--- config.mk ---
export PLATFORM = sky130hd
export DESIGN_NAME = matrix_scan_driver
export DESIGN_NICKNAME = d
export VERILOG_FILES = /design/src/rtl/matrix_pkg.sv /design/src/rtl/matrix_frame_bank.sv /design/src/rtl/matrix_scan_driver.sv
export SDC_FILE = /design/constraint.sdc
export NUM_CORES = 1
export LEC_CHECK = 0
export CAP_MARGIN = 20
export CORE_MARGIN = 5
export CORE_UTILIZATION = 40
export DETAILED_ROUTE_END_ITERATION = 10
export PLACE_DENSITY = 0.61
export SLEW_MARGIN = 30
export SYNTH_ARGS = -nofsm -noshare
export SYNTH_HDL_FRONTEND = slang
export SYNTH_SLANG_ARGS = --single-unit
--- constraint.sdc ---
create_clock -name clk -period 2.94 [get_ports clk]
set_clock_uncertainty 0.1 [all_clocks]
set_input_delay 0.294 -clock clk [delete_from_list [all_inputs] [get_ports clk]]
set_output_delay 0.294 -clock clk [all_outputs]
set_load 0.02 [all_outputs]
--- src/rtl/matrix_pkg.sv ---
// rtl/matrix_pkg.sv - shared sizing helpers and defaults for the LED matrix scan driver
package matrix_pkg;

    localparam int DEFAULT_ROWS = 8;
    localparam int DEFAULT_COLS = 8;

    // Row index width; a single-row matrix still needs a 1-bit index.
    function automatic int row_width(input int rows);
        return (rows > 1) ? $clog2(rows) : 1;
    endfunction

    // Level driven on every unselected row line.
    function automatic logic row_off_level(input bit row_active_low);
        return row_active_low;
    endfunction

endpackage

--- src/rtl/matrix_frame_bank.sv ---
// rtl/matrix_frame_bank.sv - ROWS x COLS frame register file, one sync write port, one async read port
module matrix_frame_bank
    import matrix_pkg::*;
#(
    parameter int ROWS = DEFAULT_ROWS,
    parameter int COLS = DEFAULT_COLS,
    parameter int RW   = row_width(ROWS)
) (
    input  logic            clk,
    input  logic            rst,
    input  logic            we,
    input  logic [RW-1:0]   waddr,
    input  logic [COLS-1:0] wdata,
    input  logic [RW-1:0]   raddr,
    output logic [COLS-1:0] rdata
);

    localparam logic [RW:0] ROWS_EXT = (RW + 1)'(ROWS);

    logic [COLS-1:0] mem [ROWS];
    logic            addr_ok;

    // Addresses past the last row exist only for non-power-of-2 ROWS; drop them.
    assign addr_ok = ({1'b0, waddr} < ROWS_EXT);

    always_ff @(posedge clk or negedge rst) begin
        if (!rst) begin
            for (int i = 0; i < ROWS; i++) begin
                mem[i] <= '0;
            end
        end else if (we && addr_ok) begin
            mem[waddr] <= wdata;
        end
    end

    assign rdata = mem[raddr];

endmodule

--- src/rtl/matrix_scan_driver.sv ---
// rtl/matrix_scan_driver.sv - double-buffered ROWS x COLS LED matrix scan driver with tear-free commit
// Optional: MATRIX_GHOST_BLANK_EN blanks the first cycle of every row dwell.
module matrix_scan_driver
    import matrix_pkg::*;
#(
    parameter int ROWS           = DEFAULT_ROWS,
    parameter int COLS           = DEFAULT_COLS,
    parameter int SCAN_DIV       = 1,
    parameter int ROW_ACTIVE_LOW = 1,
    localparam int RW            = row_width(ROWS)
) (
    input  logic            clk,
    input  logic            rst,
    input  logic            wr_valid,
    output logic            wr_ready,
    input  logic [RW-1:0]   wr_row,
    input  logic [COLS-1:0] wr_data,
    input  logic            commit,
    output logic            commit_pending,
    output logic            frame_start,
    output logic [ROWS-1:0] dot_row,
    output logic [COLS-1:0] dot_col
);

    localparam int            DW           = (SCAN_DIV > 1) ? $clog2(SCAN_DIV) : 1;
    localparam logic [DW-1:0] DIV_LAST     = DW'(SCAN_DIV - 1);
    localparam logic [RW-1:0] ROW_LAST     = RW'(ROWS - 1);
    localparam logic [ROWS-1:0] ROW_INACTIVE = {ROWS{row_off_level(ROW_ACTIVE_LOW != 0)}};

    logic [DW-1:0]   div_cnt;
    logic [RW-1:0]   row_cnt;
    logic            bank_sel;
    logic            div_wrap;
    logic            boundary;
    logic            accept;
    logic [COLS-1:0] rdata0;
    logic [COLS-1:0] rdata1;
    logic [COLS-1:0] front_row;
    logic [ROWS-1:0] row_onehot;
    logic [ROWS-1:0] next_row;
    logic [COLS-1:0] next_col;

    assign div_wrap = (div_cnt == DIV_LAST);
    assign boundary = div_wrap && (row_cnt == ROW_LAST);
    assign wr_ready = !commit_pending;
    assign accept   = wr_valid && wr_ready;

    // bank_sel names the front bank; writes always go to the other one.
    matrix_frame_bank #(.ROWS(ROWS), .COLS(COLS), .RW(RW)) u_bank0 (
        .clk   (clk),
        .rst   (rst),
        .we    (accept && bank_sel),
        .waddr (wr_row),
        .wdata (wr_data),
        .raddr (row_cnt),
        .rdata (rdata0)
    );

    matrix_frame_bank #(.ROWS(ROWS), .COLS(COLS), .RW(RW)) u_bank1 (
        .clk   (clk),
        .rst   (rst),
        .we    (accept && !bank_sel),
        .waddr (wr_row),
        .wdata (wr_data),
        .raddr (row_cnt),
        .rdata (rdata1)
    );

    assign front_row = bank_sel ? rdata1 : rdata0;

    always_ff @(posedge clk or negedge rst) begin
        if (!rst) begin
            div_cnt        <= '0;
            row_cnt        <= '0;
            bank_sel       <= 1'b0;
            commit_pending <= 1'b0;
        end else begin
            if (div_wrap) begin
                div_cnt <= '0;
                row_cnt <= (row_cnt == ROW_LAST) ? '0 : row_cnt + 1'b1;
            end else begin
                div_cnt <= div_cnt + 1'b1;
            end

            // Swap only on the last dwell cycle of the last row so no frame is ever mixed.
            if (boundary && (commit_pending || commit)) begin
                bank_sel       <= ~bank_sel;
                commit_pending <= 1'b0;
            end else if (commit) begin
                commit_pending <= 1'b1;
            end
        end
    end

    always_comb begin
        row_onehot = '0;
        for (int i = 0; i < ROWS; i++) begin
            if (row_cnt == RW'(i)) begin
                row_onehot[ROWS-1-i] = 1'b1;
            end
        end
        next_row = (ROW_ACTIVE_LOW != 0) ? ~row_onehot : row_onehot;
        next_col = front_row;
`ifdef MATRIX_GHOST_BLANK_EN
        if ((SCAN_DIV > 1) && (div_cnt == '0)) begin
            next_row = ROW_INACTIVE;
            next_col = '0;
        end
`else
`endif
    end

    always_ff @(posedge clk or negedge rst) begin
        if (!rst) begin
            dot_row     <= ROW_INACTIVE;
            dot_col     <= '0;
            frame_start <= 1'b0;
        end else begin
            dot_row     <= next_row;
            dot_col     <= next_col;
            frame_start <= (row_cnt == '0) && (div_cnt == '0);
        end
    end

endmodule

Word level (Yosys, flattened, before mapping). Index checks and enable logic that the tools add are counted.

Add/subtract/negate cells: 2. Order comparisons: 3. Equality and inequality tests: 7. Multiplexer cells: 23. Bitwise operators: 5. Reductions and logical operators: 12.

Operators by type and width (count): 64-bit bitwise mux (2); 8-bit binary-select mux with 3-bit select (2); 8-bit 2-to-1 mux (6); 8-bit demux with 3-bit select (1); 3-bit equality test, second input constant (4); 1-bit 2-to-1 mux (11); 4-bit >= comparator, second input constant (2); 3-bit NOT with 4-bit output (2); 8-bit NOT (1); 1-bit logical AND (7); 3-bit by 2-bit equality test with 1-bit output, second input constant (2); 4-bit by 1-bit less-than comparator with 1-bit output, second input constant (1); 3-bit by 1-bit adder with 3-bit output, second input constant (1); 3-bit by 1-bit equality test with 1-bit output, second input constant (1); 3-bit logical NOT (1); 3-bit 2-to-1 mux (1); 1-bit logical NOT (2); 1-bit NOT (2); 2-bit nonzero test (1); 1-bit adder, second input constant (1); 1-bit logical OR (1).

Register bits after elaboration: 151. Bits of input ports: 15. Output and inout port bits: 19. Word-level logic and storage cells: 75.

Depth between registers and ports, before layout. Gate-level depths: netlist of the first run.

Word-level depth: 6. Mapped depth: 7.

Hierarchy. Synthesis of the first run repeated with hierarchy kept, for this count alone.

Cell total of the unflattened synthesis: 403. Area, all modules: 6850.3 µm².

By module, submodules not included: matrix_frame_bank (times used 2, cells each 172, area each 2992.9 µm², seq. area each 1601.5 µm²); matrix_scan_driver (times used 1, cells each 59, area each 864.6 µm², seq. area each 560.5 µm²).

Worst setup path before layout of the first run. No wires, ideal clock.

Path kind: register to register. Start point: register commit_pending. End point: register u_bank1.mem[16] (netlist bit). Setup time: 0.127 ns. Arrival time: 1.526 ns. Setup slack: 1.186 ns. Stages on the path, launching flop included: 5. Buffers on the path: 1. Clock period less this slack: 1.754 ns. Cells stage by stage: dfrtp_1 nor4b_4 and2b_1 buf_4 mux2_1.

Word-level cells in the longest chain between the ends: 3.

Ends and longest elaborated chain: start: declaration (line matrix_scan_driver.sv:19) `output logic commit_pending,`; start signal: assignment (line matrix_scan_driver.sv:76) `commit_pending <= 1'b0;`; start signal: assignment (line matrix_scan_driver.sv:88) `commit_pending <= 1'b0;`; start signal: assignment (line matrix_scan_driver.sv:90) `commit_pending <= 1'b1;`; 1-bit logical NOT (line matrix_scan_driver.sv:45) `assign wr_ready = !commit_pending;`; 1-bit logical AND (line matrix_scan_driver.sv:46) `assign accept = wr_valid && wr_ready;`; 1-bit logical AND (line matrix_scan_driver.sv:62) `.we (accept && !bank_sel),`; end signal: indexed assignment (line matrix_frame_bank.sv:32) `mem[waddr] <= wdata;`; end: declaration (line matrix_frame_bank.sv:20) `logic [COLS-1:0] mem [ROWS];`.

No other way between the ends. A chain may end at the register's enable or synchronous reset.

Worst setup path after layout of the first run.
Start point: register bank_sel. End point: register u_bank0.mem[18] (netlist bit).

Word-level cells in the longest chain between the ends: 1.

Ends and longest elaborated chain: start: declaration (line matrix_scan_driver.sv:32) `logic bank_sel;`; start signal: assignment (line matrix_scan_driver.sv:87) `bank_sel <= ~bank_sel;`; 1-bit logical AND (line matrix_scan_driver.sv:52) `.we (accept && bank_sel),`; end signal: indexed assignment (line matrix_frame_bank.sv:32); end: declaration (line matrix_frame_bank.sv:20).

No other way between the ends.

==> results of run 1 <==
## sequential cells by signal, indices dropped and copies added (netlist names)
register and flops:
u_bank0.mem 64, u_bank1.mem 64, dot_col 8, dot_row 8
row_cnt 3, bank_sel 1, commit_pending 1, frame_start 1
## through the flow
stage | setup WS (ns) | util
detailed placement | 0.6504 | 0.4403
CTS | 0.7512 | 0.4799
global route | 0.5695 | 0.4799
finish | 0.7335 | 0.4799
global placement | 0.6710 | 0.4403
floorplan | 1.186 | -
## Yosys cell counts
library cell	n
mux2_1	9
nor4b_4	1
buf_4	5
buf_6	4
nand2b_1	5
mux2_2	128
buf_1	2
mux4_2	21
a22oi_1	2
nand2_1	11
a2111oi_0	2
buf_2	7
clkbuf_1	9
xnor2_1	1
nand2_2	6
mux2_4	8
o31ai_1	5
o2bb2ai_1	3
and4bb_1	1
and2b_1	2
o21ai_0	7
nor2_2	1
inv_1	7
ha_1	6
and3_1	1
nand4b_1	1
dfstp_2	8
and4bb_4	1
mux2i_1	6
nor2b_1	8
o22ai_1	14
dfrtp_1	142
inv_2	2
nor2_1	7
## metal layers
layer  part of all wire  GRT usage
met5                  0          0
met4              0.016    0.05558
met3              0.045    0.04185
met2               0.48     0.2444
met1               0.46     0.2109
## cells by family after synthesis
kind of cell / after synthesis
multiplexers: 172
flip-flops: 150
AND/OR/NAND/NOR: 45
buffers and inverters: 36
AO/OA/AOI/OAI: 33
adder cells (fa/ha/maj): 6
XOR/XNOR: 1
## worst min-delay path by stage
stage	from	to	cells after the start
final	u_bank1.mem[5]$_DFFE_PN0P_	u_bank1.mem[5]$_DFFE_PN0P_	1
after global routing	u_bank1.mem[16]$_DFFE_PN0P_	u_bank1.mem[16]$_DFFE_PN0P_	1
after CTS	u_bank1.mem[5]$_DFFE_PN0P_	u_bank1.mem[5]$_DFFE_PN0P_	1
after detailed placement	rst	u_bank0.mem[57]$_DFFE_PN0P_	1
after global placement	rst	u_bank0.mem[49]$_DFFE_PN0P_	1
after floorplan	rst	bank_sel$_DFFE_PN0P_	0
## layout make-up
| type | count | area (um^2) | area share |
|---|---|---|---|
| Tap cell | 220 | 275.3 | 0.03471 |
| Inverter | 9 | 33.78 | 0.004260 |
| Clock inverter | 8 | 142.6 | 0.01799 |
| Clock buffer | 24 | 501.7 | 0.06327 |
| Sequential cell | 150 | 3764 | 0.4746 |
| Multi-Input combinational cell | 257 | 2774 | 0.3498 |
| Timing Repair Buffer | 42 | 439.2 | 0.05538 |
## critical path: cells and delay by family (launching register included)
| family | cells | cell delay (ns) |
|---|---|---|
| and+or+nand+nor | 2 | 0.88 |
| DFF | 1 | 0.77 |
| muxes | 1 | 0.34 |
## power by group through the flow
stage	clock [W]	sequential [W]	combinational (W)
2_1_floorplan	0	0.00236	0.000285
3_3_place_gp	0	0.00237	0.000438
3_5_place_dp	0	0.00238	0.000452
4_1_cts	0.00239	0.00235	0.000455
5_1_grt	0.00247	0.00237	0.000488
6_report	0.00234	0.00235	0.000445
==> out/qor.csv, run 1 <==
metric,value,unit
status,completed,
gr-total-overflow,0,
cts_hold_buffers,1,
cts_buffer_depth,2,
reg2reg_depth,3,
fin_area,0.007930,mm^2
worstMarginPinSlew,0.8464,ns
fmax,453.2,MHz
dr_total_vias,3750,
cp-start-kind,flip-flop,
routed_wl,14490,um
r2r-start,bank_sel$_DFFE_PN0P_,
cts-resized-gates,0,
maxCapViolations,0,
finalPower,0.005130,W
cpPeakStageDelay,0.77,ns
synth_nets,464,
clk_pin_slew_worst_paths,0.06,ns
rows,47,
critical_path_class,flip-flop to flip-flop,
finalHoldViolCount,0,
nFillCells,1386,
setup_tns,0,ns
coreArea,0.01652,mm^2
synth_compound_area_frac,0.03253,
die_x,139.7,um
grt_pass1_vias,4099,
track_usage,0.1562,
swShare,0.2119,
ys_ff_latch,150,
grt_max_degree,88,
p_per_area,646.9,mW/mm^2
num_antenna_cells,0,
combPwrFrac,0.087,
synthMuxAreaShare,0.3263,
min_period,2.206,ns
power.net_switching,0.001087,W
cp_slowest_cell,dfrtp_1,
total_leakage_power,3.624,nW
cp-startpoint,bank_sel$_DFFE_PN0P_,
maxSlewViolCount,0,
rsz0062_at_grt,no,
power_frac_clock,0.455,
cellInternalPower,0.004042,W
r2r_setup_slack,0.73,ns
drive_above_1_share,0.4388,
yosys.cell_types.count,34,
dieArea,0.01952,mm^2
antenna_found_initial,0,
start_util,0.4073,
path_cells,and4bb_1 > and3_1 > mux2_4,
root_buffer,clkbuf_16,
postRouteAntennaNets,0,
worstSetupEndpoint,u_bank0.mem[18]$_DFFE_PN0P_,
die_y,139.7,um
final_cells,710,
portBuffers,33,
drc,0,
cp.required,3.14,ns
drt_first_pass_iters,4,
synth_top_family_by_area,multiplexers,
final_common_cell,dfrtp_1,
yosys_warnings,0,
grt_pass1_wl,23380,um
syn_to_final_growth,17.83,%
gp_congestion,0.7580,
clock_latency,0.42,ns
seq_power_share,0.458,
layout_common_cells,"dfrtp_1, mux2_2, clkdlybuf4s50_1",
drt-vias-per-instance,5.282,
avgSynthCellArea,15.19,um^2
synthTopCellsByArea,"dfrtp_1, mux2_2, mux4_2",
dp_hpwl,9284,um
yosys.area_share.simple,0.04090,
nets,498,
whs,0.3839,ns
drt_iter0_markers,167,
cts_setup_buffers,0,
numCtsBuffers,17,
yosysTopAreaCell,dfrtp_1,
post-route-period-util,0.7505,
dp.cells,677,
placed_cell_area,0.007276,mm^2
hp-class,flip-flop to flip-flop,
pin_count,34,
cts_tree,built,
ir_drop,0.4370,mV
max-slew-margin-rel,0.4357,
cp.arrival,2.41,ns
yosysTopAreaCellShare,0.5280,
synth_area,0.006730,mm^2
synth_xor_xnor_area_share,0.001301,
htreeDepth,4,
detail_route.wl_per_cell,20.41,um
setup_viol,0,
end_kind,flip-flop,
crit_fanout,19,
syn_inst,443,
synth-adder-area-share,0.01115,
numClockSinks,150,
synth.yosys.seq_area_share,0.5592,
r2r-end,u_bank0.mem[18]$_DFFE_PN0P_,
Note: power is estimated with default switching activity, not from simulation.
==> run 2, diff against run 1 <==
==> constraint.sdc (replaced) <==
create_clock -name clk -period 2.2 [get_ports clk]
set_clock_uncertainty 0.1 [all_clocks]
set_input_delay 0.22 -clock clk [delete_from_list [all_inputs] [get_ports clk]]
set_output_delay 0.22 -clock clk [all_outputs]
set_load 0.02 [all_outputs]
==> out/qor.csv, run 2 (synthesis results as in run 1) <==
metric,value,unit,change
dp_hpwl,9556,um,+2.9%
path_delay_family,buffers and inverters,,
syn_to_final_growth,21.21,%,
dieArea,0.01952,mm^2,unchanged
drt-vias-per-instance,5.302,,+0.39%
root_buffer,clkbuf_16,,
portBuffers,33,,unchanged
htreeDepth,4,,unchanged
setup_tns,0,ns,unchanged
maxSlewViolCount,0,,unchanged
start_util,0.4073,,unchanged
dp.cells,691,,+2.1%
detail_route.wl_per_cell,20.06,um,-1.7%
cts-resized-gates,0,,unchanged
critical_path_class,flip-flop to primary output,,
hp-class,input port to asynchronous set/reset pin,,
clk_pin_slew_worst_paths,0.06,ns,about the same
rsz0062_at_grt,no,,
seqCellArea,0.003764,mm^2,unchanged
gr-total-overflow,0,,unchanged
dr_total_vias,3839,,+2.4%
fmax,521.5,MHz,
rows,47,,unchanged
drt_first_pass_iters,5,,+1
finalPower,0.007156,W,+40%
total_leakage_power,3.739,nW,+3.2%
track_usage,0.1580,,+0.001763
drt_iter0_markers,172,,+3.0%
cp.required,1.88,ns,-1.26 ns
ir_drop,0.5417,mV,+24%
clock_latency,0.41,ns,about the same
cp.arrival,1.60,ns,-0.81 ns
num_antenna_cells,0,,unchanged
antenna_found_initial,0,,unchanged
setup_viol,0,,unchanged
critPathBufInv,1,,+1
whs,0.2281,ns,-0.1557 ns
nFillCells,1390,,+0.29%
final_cells,724,,+2.0%
end_kind,primary output,,
cp-startpoint,commit_pending$_DFFE_PN0P_,,
drive_above_1_share,0.4563,,+0.01757
gp_congestion,0.7653,,+0.96%
maxCapViolations,0,,unchanged
cp_slowest_cell,clkdlybuf4s50_1,,
min_period,1.917,ns,
r2r_setup_slack,0.34,ns,-0.39 ns
multi_input_area,0.002774,mm^2,unchanged
post-route-util,0.4937,,+0.01378
p_per_area,877.2,mW/mm^2,+36%
grt_pass1_vias,4166,,+1.6%
status,completed,,
numClockSinks,150,,unchanged
die_y,139.7,um,unchanged
layout_common_cells,"dfrtp_1, mux2_2, clkdlybuf4s50_1",,
path_cells,clkdlybuf4s50_1,,
cp-start-kind,flip-flop,,
post-route-period-util,0.8715,,
worstMarginPinSlew,0.6849,ns,-0.1615 ns
final_common_cell,dfrtp_1,,
die_x,139.7,um,unchanged
routed_wl,14520,um,+0.19%
postRouteAntennaNets,0,,unchanged
nets,512,,+2.8%
cts_tree,built,,
pin_count,34,,unchanged
r2r-start,commit_pending$_DFFE_PN0P_,,
largestRegisters,"u_bank0.mem x64, u_bank1.mem x64",,
grt_pass1_wl,23670,um,+1.2%
cpPeakStageDelay,0.67,ns,-0.10 ns
cts_buffer_depth,2,,unchanged
crit_fanout,8,,-11
numCtsBuffers,17,,unchanged
drc,0,,unchanged
coreArea,0.01652,mm^2,unchanged
finalHoldViolCount,0,,unchanged
max-slew-margin-rel,0.5420,,+0.1062
grt_max_degree,56,,-36%
## run 2: final cells by class
| class | count | share of cell area |
|---|---|---|
| Tap cell | 220 | 0.03374 |
| Clock inverter | 12 | 0.03037 |
| Timing Repair Buffer | 56 | 0.07439 |
| Multi-Input combinational cell | 257 | 0.3400 |
| Sequential cell | 150 | 0.4613 |
| Inverter | 9 | 0.004141 |
| Clock buffer | 20 | 0.05598 |
## run 2: path summary, 6_finish.rpt
path,endpoint,depth (start not counted)
max,commit_pending,1
min,u_bank1.mem[57]$_DFFE_PN0P_,2
max reg2reg,u_bank1.mem[2]$_DFFE_PN0P_,3
min reg2reg,u_bank1.mem[19]$_DFFE_PN0P_,1
max in group asynchronous,u_bank0.mem[59]$_DFFE_PN0P_,3
min in group clk,commit_pending$_DFFE_PN0P_,3
## run 2: layer usage
| metal | vias up | part of all wire | GRT usage |
|---|---|---|---|
| met5 | - | 0 | 0 |
| met4 | 0 | 0.015 | 0.04844 |
| met3 | 18 | 0.031 | 0.04048 |
| met2 | 58 | 0.49 | 0.2535 |
| met1 | 2048 | 0.47 | 0.2123 |
| li1 | 1715 | - | - |
## run 2: repair_timing
action                                 in CTS  in global routing
hold buffers                                1                  0
endpoints found under the hold margin      51                  0
buffers inserted                            0                  0
## run 2: where the power goes
part / internal [W] / leakage [nW] / switching [W]
registers: 0.00301 / 1.96 / 0.000119
clock network: 0.00230 / 0.336 / 0.00112
logic: 0.000353 / 1.44 / 0.000253
## run 2: metrics by stage
| step | cell area, um^2 | setup slack, ns |
|---|---|---|
| after floorplan | 6730 | 0.4463 |
| after global placement | 7443 | 0.1453 |
| after detailed placement | 7443 | 0.1052 |
| after CTS | 8158 | 0.2644 |
| after global routing | 8158 | 0.2301 |
| final | 8158 | 0.2826 |
